$ cat src/rtl/pulse_decoder.sv
// Replays buffered 3-bit codes as one-hot strobes: each pulse lasts HOLD cycles and is followed by GAP idle cycles.
// Codes are queued in a DEPTH-entry FIFO and replayed in arrival order.
//
//   state   | meaning
//   --------+----------------------------------------------------------
//   S_IDLE  | dout is zero; pops the FIFO head as soon as count != 0
//   S_PULSE | one-hot dout held while the hold counter runs down to 0
//   S_GAP   | dout is zero while the gap counter runs down to 0
module pulse_decoder #(
    parameter int HOLD  = 4,
    parameter int GAP   = 1,
    parameter int DEPTH = 4
) (
    input  logic                       clk,
    input  logic                       rst,
    input  logic [2:0]                 din,
    input  logic                       din_valid,
    output logic                       din_ready,
    output logic [7:0]                 dout,
    output logic                       busy,
    output logic [$clog2(DEPTH):0]     count
);

    localparam int AW = $clog2(DEPTH);
    localparam int CW = AW + 1;
    localparam logic [7:0] HOLD_LD = 8'(HOLD - 1);
    localparam logic [7:0] GAP_LD  = 8'((GAP > 0) ? GAP - 1 : 0);

    typedef enum logic [1:0] {
        S_IDLE  = 2'd0,
        S_PULSE = 2'd1,
        S_GAP   = 2'd2
    } state_t;

    state_t          r_state;
    state_t          w_state_nxt;
    logic [7:0]      r_dout;
    logic [7:0]      w_dout_nxt;
    logic [7:0]      r_hold_cnt;
    logic [7:0]      w_hold_nxt;
    logic [7:0]      r_gap_cnt;
    logic [7:0]      w_gap_nxt;
    logic [2:0]      r_mem [DEPTH];
    logic [AW-1:0]   r_wr_ptr;
    logic [AW-1:0]   r_rd_ptr;
    logic [CW-1:0]   r_count;
    logic            w_push;
    logic            w_pop;
    logic [7:0]      w_head_onehot;

    // Ready depends only on the registered count: no bypass from a same-cycle pop.
    assign din_ready     = (r_count < CW'(DEPTH));
    assign w_push        = din_valid && din_ready;
    assign w_head_onehot = 8'd1 << r_mem[r_rd_ptr];

    assign dout  = r_dout;
    assign count = r_count;
    assign busy  = (r_state != S_IDLE) || (r_count != '0);

    always_comb begin
        w_state_nxt = r_state;
        w_dout_nxt  = r_dout;
        w_hold_nxt  = r_hold_cnt;
        w_gap_nxt   = r_gap_cnt;
        w_pop       = 1'b0;
        case (r_state)
            S_IDLE: begin
                w_dout_nxt = '0;
                if (r_count != '0) begin
                    w_pop       = 1'b1;
                    w_dout_nxt  = w_head_onehot;
                    w_hold_nxt  = HOLD_LD;
                    w_state_nxt = S_PULSE;
                end
            end
            S_PULSE: begin
                if (r_hold_cnt == '0) begin
                    if (GAP > 0) begin
                        w_dout_nxt  = '0;
                        w_gap_nxt   = GAP_LD;
                        w_state_nxt = S_GAP;
                    end else if (r_count != '0) begin
                        // Back-to-back replay: next strobe follows with no zero cycle.
                        w_pop      = 1'b1;
                        w_dout_nxt = w_head_onehot;
                        w_hold_nxt = HOLD_LD;
                    end else begin
                        w_dout_nxt  = '0;
                        w_state_nxt = S_IDLE;
                    end
                end else begin
                    w_hold_nxt = r_hold_cnt - 8'd1;
                end
            end
            S_GAP: begin
                w_dout_nxt = '0;
                if (r_gap_cnt == '0) begin
                    w_state_nxt = S_IDLE;
                end else begin
                    w_gap_nxt = r_gap_cnt - 8'd1;
                end
            end
            default: begin
                w_dout_nxt  = '0;
                w_state_nxt = S_IDLE;
            end
        endcase
    end

    always_ff @(posedge clk) begin
        if (rst) begin
            r_state    <= S_IDLE;
            r_dout     <= '0;
            r_hold_cnt <= '0;
            r_gap_cnt  <= '0;
            r_wr_ptr   <= '0;
            r_rd_ptr   <= '0;
            r_count    <= '0;
        end else begin
            r_state    <= w_state_nxt;
            r_dout     <= w_dout_nxt;
            r_hold_cnt <= w_hold_nxt;
            r_gap_cnt  <= w_gap_nxt;
            if (w_push) begin
                r_wr_ptr <= r_wr_ptr + 1'b1;
            end
            if (w_pop) begin
                r_rd_ptr <= r_rd_ptr + 1'b1;
            end
            if (w_push && !w_pop) begin
                r_count <= r_count + 1'b1;
            end else if (w_pop && !w_push) begin
                r_count <= r_count - 1'b1;
            end
        end
    end

    always_ff @(posedge clk) begin
        if (w_push && !rst) begin
            r_mem[r_wr_ptr] <= din;
        end
    end

endmodule

$ cat config.mk
export PLATFORM = sky130hd
export DESIGN_NAME = pulse_decoder
export DESIGN_NICKNAME = d
export VERILOG_FILES = /design/src/rtl/pulse_decoder.sv
export SDC_FILE = /design/constraint.sdc
export NUM_CORES = 1
export LEC_CHECK = 0
export CAP_MARGIN = 5
export CELL_PAD_IN_SITES_DETAIL_PLACEMENT = 0
export CELL_PAD_IN_SITES_GLOBAL_PLACEMENT = 1
export CORE_MARGIN = 5
export CORE_UTILIZATION = 48
export CTS_BUF_LIST = sky130_fd_sc_hd__clkbuf_8 sky130_fd_sc_hd__clkbuf_16
export CTS_CLUSTER_DIAMETER = 40
export DETAILED_ROUTE_END_ITERATION = 8
export GPL_TIMING_DRIVEN = 1
export PLACE_DENSITY_LB_ADDON = 0.3
export SLEW_MARGIN = 15
export SYNTH_ARGS = -nofsm -noshare
export SYNTH_HDL_FRONTEND = slang
export SYNTH_SLANG_ARGS = --single-unit
$ cat constraint.sdc
create_clock -name clk -period 4.6 [get_ports clk]
set_clock_uncertainty 0.1 [all_clocks]
set_input_delay 0.46 -clock clk [delete_from_list [all_inputs] [get_ports clk]]
set_output_delay 0.46 -clock clk [all_outputs]
set_load 0.03 [all_outputs]
Word-level counts from Yosys, hierarchy flattened
Memory sizes are Yosys's and may differ from the RTL's. A register that Yosys moved wholly into a read port is not among the register bits. Cells that the tools add are included.

$add $sub $neg: 6. Order comparisons: 1. Eq/ne operators: 7. Shifts and indexed selects: 1. Multiplexer cells: 20. Reduce and logical (&&, ||, !) cells: 19.

Operator list (number): $pmux 8 s2 (3); $mux 8 (5); $logic_not 8->1 (2); $sub 8x1->8 const B (2); $mux 2 (5); $ne 2x2->1 const B (5); $reduce_and 3->1 (3); $reduce_bool 2->1 (4); $shl 1x3->8 const A (1); $mux 3 (2); $pmux 2 s3 (1); $add 2x1->2 const B (2); $logic_and 1x1->1 (4); $mux 1 (4); $add 3x1->3 const B (1); $logic_not 1->1 (3); $lt 3x3->1 const B (1); $reduce_bool 3->1 (1); $sub 3x1->3 const B (1); $eq 2x1->1 const B (1); $eq 2x2->1 const B (1); $logic_not 2->1 (1); $logic_or 1x1->1 (1).

Bits in registers: 33. Bits in writable memories: 12. Input port bits: 6. Memories: 1.

Memory list: r_mem (words 4, bits a word 3, rd ports 1, clocked after Yosys merged registers in 1, write ports 1, RTL line 43) `logic [2:0] r_mem [DEPTH];`.

Logic depth before layout (Yosys ltp)
Gate-level depths: netlist of the first run.

Depth after elaboration: 6. Depth in mapped cells: 9. Gate-level depth less buffers: 9.

Worst setup path after synthesis of the first run
OpenSTA, ideal clock, no wires.

Path type: reg2reg. Start point: register r_count[1], in the netlist count[1]. End point: register r_count[2], in the netlist count[2]. Setup time: 71 ps. Arrival: 2193 ps. Slack: 2237 ps. Cell stages (with the launch flop): 10. Period minus slack after synthesis: 2363 ps. Cells stage by stage: dfxtp_1 > nor3_1 > nor3_1 > inv_1 > ha_1 > inv_1 > fa_1 > xor2_1 > or3_1 > a21oi_1.

Word-level cells in the longest chain between the ends: 6. Elaborated cells between the ends (all ways): 14.

RTL lines: start: declaration (RTL line 46) `logic [CW-1:0] r_count;`; start signal: assignment (RTL line 131) `r_count <= r_count + 1'b1;`; start signal: assignment (RTL line 133) `r_count <= r_count - 1'b1;`; parallel branches: the longest is 6 deep, another holds $lt 3x3->1.

Parallel ways; which one is timed is not known. The select of a mux whose other input is x is not followed. A chain may end at the register's enable or synchronous reset.

Worst setup path in the final report of the first run
Ends and elaborated chain as after synthesis.

==> results.cfg, run 1 <==
[worst_setup_path]
worstPathArrival_ps = 2710
reg2reg_slack_ps = 2010
cpMaxStageDelayCell = nor3_1
worstSetupPathType = reg -> reg
start_kind = flop
critPathCaptureType = flop
cp_max_fo = 5
slowest_delay_ps = 440
cp_cell_sequence = nor3_1 > nor3_1 > inv_1 > ha_1 > inv_1 > fa_1 > xor2_1 > or3_1 > a21oi_1
cp.required_ps = 4720

[timing]
relSlewSlack_pct = 36.3
final-hold-violation-count = 0
period_minus_slack_ps = 2590
slew_viol_final = 0
worst-slew-pin-transition_ps = 956
setup_viol = 0
fin_hold_ws_ps = 383
fin_crit_sh_pct = 56.3
max_freq_mhz = 386
setup_tns_ps = 0
rsz0062_at_grt = no

[drt]
wirelength_um = 4130
ant_nets = 0
drc = 0
dr.pass1.iters = 4
wl_met3_um = 141
routed-wl-met2_um = 1980
viasPerCell = 5.64
wl_met1_um = 1960
drt_iter0_markers = 45
highest_layer = met4
wl_per_cell_um = 14.9
vias = 1568

[finish]
drive_above_1_share_pct = 10.2
area_growth_pct = 13.5
antenna_cells = 0
nets = 241
post-route-util_pct = 56.6
fillers = 370

[logic_synthesis]
ys_seq_area_share_pct = 48.2
synth_area_per_cell_um2 = 10.7
ys_types = 44
ys_seq_elements = 47
netlist_area_um2 = 2200
synth_cells = 206
syn_nets = 222
synth_warnings = 0

[global_routing]
antenna_found_initial = 0
grt_pass1_wl_um = 7190
grt.total_usage_pct = 14.5
grt_pass1_vias = 1582
grt_max_degree = 25
grt-ovfl-total = 0

[clocking]
cts_buffers = 5
cts_resized = 0
clock_latency_ps = 300
clkSlewWorstSetupHoldPaths_ps = 90
cts.sinks = 47
cts_tree = built
clock_path_buffers = 2
cts_hold_buf = 0
cts_root_buf = clkbuf_8
cts_max_level = 2
post_cts_buffers = 0

[run]
drv_cap = 0

[floorplanning]
rows = 24
dieArea_um2 = 6040
die_width_um = 77.7
core_region_area_um2 = 4410
top_level_ports = 19
fp.dieH_um = 77.7
start_util_pct = 49.9

[pwr]
vdd.ir_drop.worst_uv = 386
leakage_nw = 0.930
p_per_area_nw_per_um2 = 618

[min_path]
min_path_type = reg -> reg

[placement]
gp_congestion = 0.777
place_hpwl_um = 3060
portBuffers = 18

[outcome]
outcome = complete, no violations
-- cell type report --
class / count / area (µm²) / area share [%]
clock buffer: 5 / 68.8 / 2.75
clock inverter: 3 / 20.0 / 0.801
inverter: 13 / 48.8 / 1.95
multi-input combinational: 140 / 1050 / 42.2
sequential: 47 / 1060 / 42.5
tap: 52 / 65.1 / 2.60
timing repair buffer: 18 / 180 / 7.21
-- critical path: cells and delay by family, from the launching register on --
kind | cells | cell delay, ps
XOR/XNOR | 1 | 180
AND/OR/NAND/NOR | 3 | 950
buffers and inverters | 2 | 200
flip-flops | 1 | 370
adder cells (fa/ha/maj) | 2 | 570
AO/OA/AOI/OAI | 1 | 140
-- cells in the mapped netlist (all sizes together) --
library cell / number / area [µm²]
o21ai: 2 / 10.0
nor2b: 3 / 18.8
inv: 13 / 48.8
nor2: 27 / 101
a2111o: 3 / 33.8
and2: 1 / 6.26
xnor2: 3 / 26.3
a311oi: 1 / 8.76
or2: 2 / 12.5
mux4: 3 / 67.6
a21oi: 8 / 40.0
a21o: 1 / 7.51
or3b: 1 / 8.76
a31oi: 1 / 6.26
o2111ai: 5 / 43.8
fa: 1 / 20.0
nand3: 5 / 37.5
clkbuf: 4 / 15.0
or4: 3 / 23.8
dfxtp: 35 / 701
a211oi: 3 / 27.5
mux2i: 4 / 40.0
xor2: 6 / 52.6
or3: 3 / 18.8
edfxtp: 12 / 360
nor3b: 1 / 12.5
buf: 2 / 22.5
nor3: 6 / 30.0
and2b: 1 / 7.51
and3: 5 / 31.3
o31ai: 1 / 7.51
ha: 9 / 113
a311o: 1 / 20.0
nor4: 3 / 46.3
nand2: 10 / 37.5
nand2b: 5 / 31.3
a22oi: 8 / 60.1
a2111oi: 3 / 38.8
o211ai: 1 / 7.51
-- registers in the layout, indices dropped and copies added, names as in the netlist, named ones only --
signal / count
r_hold_cnt: 8
r_state: 2
r_gap_cnt: 8
r_mem: 12
r_rd_ptr: 2
count: 3
dout: 8
r_wr_ptr: 2
-- where the power goes --
part	total, mW	switching, mW	internal (mW)
combinational	0.688	0.394	0.294
clock	0.247	0.141	0.106
sequential	0.610	0.0986	0.511
total	1.54	0.634	0.911
-- placed cells by master (no fill, tap or decap), types with 4 or more instances in the layout --
master	synthesis	layout
o2111ai_1	5	5
inv_1	13	13
nor2_1	27	27
a22oi_1	8	8
mux2i_1	4	4
nor3_1	6	6
xor2_1	6	6
dfxtp_1	35	35
a21oi_1	8	8
ha_1	9	9
and3_1	5	5
nand2_1	10	10
clkbuf_8	0	5
nand2b_1	5	5
nand3_1	4	4
clkdlybuf4s50_1	0	18
edfxtp_1	12	12
-- metrics by stage --
| step | setup WS [ps] | std cells | power [mW] | area [µm²] |
|---|---|---|---|---|
| 2_1_floorplan | 2240 | 206 | 1.14 | 2200 |
| 3_3_place_gp | 1870 | 270 | 1.28 | 2410 |
| 3_5_place_dp | 1780 | 270 | 1.31 | 2410 |
| 4_1_cts | 2010 | 278 | 1.56 | 2500 |
| 5_1_grt | 1790 | 278 | 1.66 | 2500 |
| 6_report | 2010 | 278 | 1.54 | 2500 |
-- cells by family after synthesis --
kind of cell	count (synthesis)	share of synthesized area, %
flip-flops	47	48.2
XOR/XNOR	9	3.58
multiplexers	7	4.89
buffers and inverters	19	3.92
AND/OR/NAND/NOR	76	19.3
adder cells (fa/ha/maj)	10	6.02
AO/OA/AOI/OAI	38	14.1
-- layer usage --
layer / GRT usage [%] / up-vias
met2: 23.0 / 27
met5: 0 / -
met4: 4.47 / 0
li1: - / 788
met1: 19.5 / 745
met3: 3.82 / 8
-- worst paths after layout --
kind / start / endpoint / cells past startpoint
setup / recovery: count[1]$_SDFFE_PP0P_ / count[2]$_SDFFE_PP0P_ / 9
setup reg to reg: count[1]$_SDFFE_PP0P_ / count[2]$_SDFFE_PP0P_ / 9
hold reg to reg: r_gap_cnt[5]$_SDFFE_PP0P_ / r_gap_cnt[5]$_SDFFE_PP0P_ / 2
hold / removal: r_gap_cnt[5]$_SDFFE_PP0P_ / r_gap_cnt[5]$_SDFFE_PP0P_ / 2
(Power assumes the default switching activity.)
==> inputs of run 2 (changes only) <==
--- a/config.mk
+++ b/config.mk
@@ -9,7 +9,7 @@
 export CELL_PAD_IN_SITES_DETAIL_PLACEMENT = 0
 export CELL_PAD_IN_SITES_GLOBAL_PLACEMENT = 1
 export CORE_MARGIN = 5
-export CORE_UTILIZATION = 48
+export CORE_UTILIZATION = 45
 export CTS_BUF_LIST = sky130_fd_sc_hd__clkbuf_8 sky130_fd_sc_hd__clkbuf_16
 export CTS_CLUSTER_DIAMETER = 40
 export DETAILED_ROUTE_END_ITERATION = 8
==> constraint.sdc (replaced) <==
create_clock -name clk -period 2.65 [get_ports clk]
set_clock_uncertainty 0.1 [all_clocks]
set_input_delay 0.265 -clock clk [delete_from_list [all_inputs] [get_ports clk]]
set_output_delay 0.265 -clock clk [all_outputs]
set_load 0.03 [all_outputs]
==> run 2 against run 1 <==
Net effect:
- register-to-register slack got worse by 1700 ps
- cell count increased by 6.5%
- hold slack improved by 17 ps
- largest power group unchanged
- die area increased by 5.8%
- sequential cell count unchanged
- sequential share of layout area decreased by 1.1 points
- wire length decreased by 3.0%
- cell area increased by 2.7%
==> results.cfg, run 2 (synthesis results as in run 1) <==
[worst_setup_path]
cp_cell_sequence = nor3_1 > nor3_1 > inv_1 > ha_1 > inv_1 > fa_1 > xor2_1 > or3_1 > a21oi_1
start_kind = flop
crit-reg2reg-capture = count[2]$_SDFFE_PP0P_
reg2reg_slack_ps = 320
path_buf_inv = 2
r2r_start = count[2]$_SDFFE_PP0P_
cp_top_family = simple AND/OR/NAND/NOR gates
cp_max_fo = 7
worstSetupPathType = reg -> reg
cp.required_ps = 2780
cpMaxStageDelayCell = dfxtp_1
worstPathArrival_ps = 2460
ff2ff_path_depth = 9
critPathCaptureType = flop
slowest_delay_ps = 370

[placement]
place_hpwl_um = 2910
gp_congestion = 0.761
portBuffers = 18

[timing]
fin_crit_sh_pct = 87.8
period_minus_slack_ps = 2330
fin_hold_ws_ps = 401
slew_viol_final = 0
relSlewSlack_pct = 40.7
rsz0062_at_grt = no
max_freq_mhz = 430
worst-slew-pin-transition_ps = 889
setup_tns_ps = 0
final-hold-violation-count = 0
setup_viol = 0

[drt]
viasPerCell = 5.24
wirelength_um = 4010
dr.pass1.iters = 4
drc = 0
drt_iter0_markers = 108
vias = 1552
ant_nets = 0
wl_per_cell_um = 13.5

[floorplanning]
start_util_pct = 46.6
die_width_um = 80.0
core_region_area_um2 = 4720
fp.dieH_um = 80.0
dieArea_um2 = 6390
rows = 25
top_level_ports = 19

[min_path]
hold_depth = 2
min_from = r_gap_cnt[5]$_SDFFE_PP0P_
min_path_type = reg -> reg
holdPathEnd = r_gap_cnt[5]$_SDFFE_PP0P_

[finish]
seqCellArea_um2 = 1060
final_cell_mix = dfxtp_1, nor2_1, clkdlybuf4s50_1
final_common_cell = dfxtp_1
drive_above_1_share_pct = 11.8
fillers = 427
area_growth_pct = 16.5
nets = 244
largest-register = r_mem
antenna_cells = 0
largest_reg_flops = 12
multi_input_area_um2 = 1050

[clocking]
cts_hold_buf = 0
cts_buffers = 5
cts_root_buf = clkbuf_8
clock_path_buffers = 2
cts_tree = built
clock_latency_ps = 300
post_cts_buffers = 0
cts_resized = 0
cts.sinks = 47
clkSlewWorstSetupHoldPaths_ps = 90
cts_max_level = 2

[global_routing]
grt_pass1_vias = 1473
grt.total_usage_pct = 13.6
antenna_found_initial = 0
grt-ovfl-total = 0
grt_pass1_wl_um = 6880
grt_max_degree = 24

[run]
drv_cap = 0

[pwr]
leakage_nw = 0.958
vdd.ir_drop.worst_uv = 773
p_per_area_nw_per_um2 = 1090

[outcome]
outcome = complete, no violations
[run 2: final cells by class]
class,instances,share of cell area (%)
Clock buffer,5,2.68
Inverter,13,1.90
Sequential cell,47,41.3
Timing Repair Buffer,21,7.90
Clock inverter,3,1.80
Tap cell,67,3.27
Multi-Input combinational cell,140,41.1
[run 2: metrics by stage]
stage	std cells	util [%]	area [µm²]	power [mW]	setup slack, ps
floorplan	206	-	2200	1.97	287
global placement	288	51.9	2450	2.26	392
detailed placement	288	51.9	2450	2.27	338
CTS	296	54.3	2570	2.82	315
global route	296	54.3	2570	3.01	191
finish	296	54.3	2570	2.79	322
[run 2: worst register-to-register path, delay by kind of cell, from the launching register on]
kind / cells / cell delay (ps)
and+or+nand+nor: 3 / 770
xor gates and xnor gates: 1 / 170
adders and majority gates: 2 / 550
AOI/OAI and AO/OA: 1 / 130
DFF: 1 / 370
buffers and inverters: 2 / 170
[run 2: worst max path at each step]
stage,cells past startpoint,endpoint,start,slack [ps]
after global placement,8,count[2]$_SDFFE_PP0P_,din_valid,390
final,9,count[2]$_SDFFE_PP0P_,count[2]$_SDFFE_PP0P_,320
after CTS,9,count[2]$_SDFFE_PP0P_,count[1]$_SDFFE_PP0P_,320
after detailed placement,9,count[2]$_SDFFE_PP0P_,count[1]$_SDFFE_PP0P_,340
after floorplan,9,count[2]$_SDFFE_PP0P_,count[1]$_SDFFE_PP0P_,290
after global routing,9,count[2]$_SDFFE_PP0P_,count[2]$_SDFFE_PP0P_,190
[run 2: routing by layer]
| metal | global-route usage, % | wire [µm] | vias to the layer above |
|---|---|---|---|
| met5 | 0 | 0 | - |
| met4 | 3.55 | 18 | 0 |
| met3 | 3.39 | 112 | 2 |
| met2 | 20.1 | 1760 | 19 |
| met1 | 19.8 | 2110 | 739 |
| li1 | - | - | 792 |
[run 2: power by group]
group	switching, mW	internal (mW)	leakage (nW)
clock	0.247	0.284	0.0548
sequential	0.172	0.886	0.394
combinational	0.674	0.527	0.509
total	1.09	1.70	0.958
==> inputs of run 3 (changes only) <==
--- a/config.mk
+++ b/config.mk
@@ -5,7 +5,7 @@
 export SDC_FILE = /design/constraint.sdc
 export NUM_CORES = 1
 export LEC_CHECK = 0
-export CAP_MARGIN = 5
+export CAP_MARGIN = 20
 export CELL_PAD_IN_SITES_DETAIL_PLACEMENT = 0
 export CELL_PAD_IN_SITES_GLOBAL_PLACEMENT = 1
 export CORE_MARGIN = 5
==> results of run 3 <==
Same layout as run 2: the final DEF is identical, and so are final timing and power.
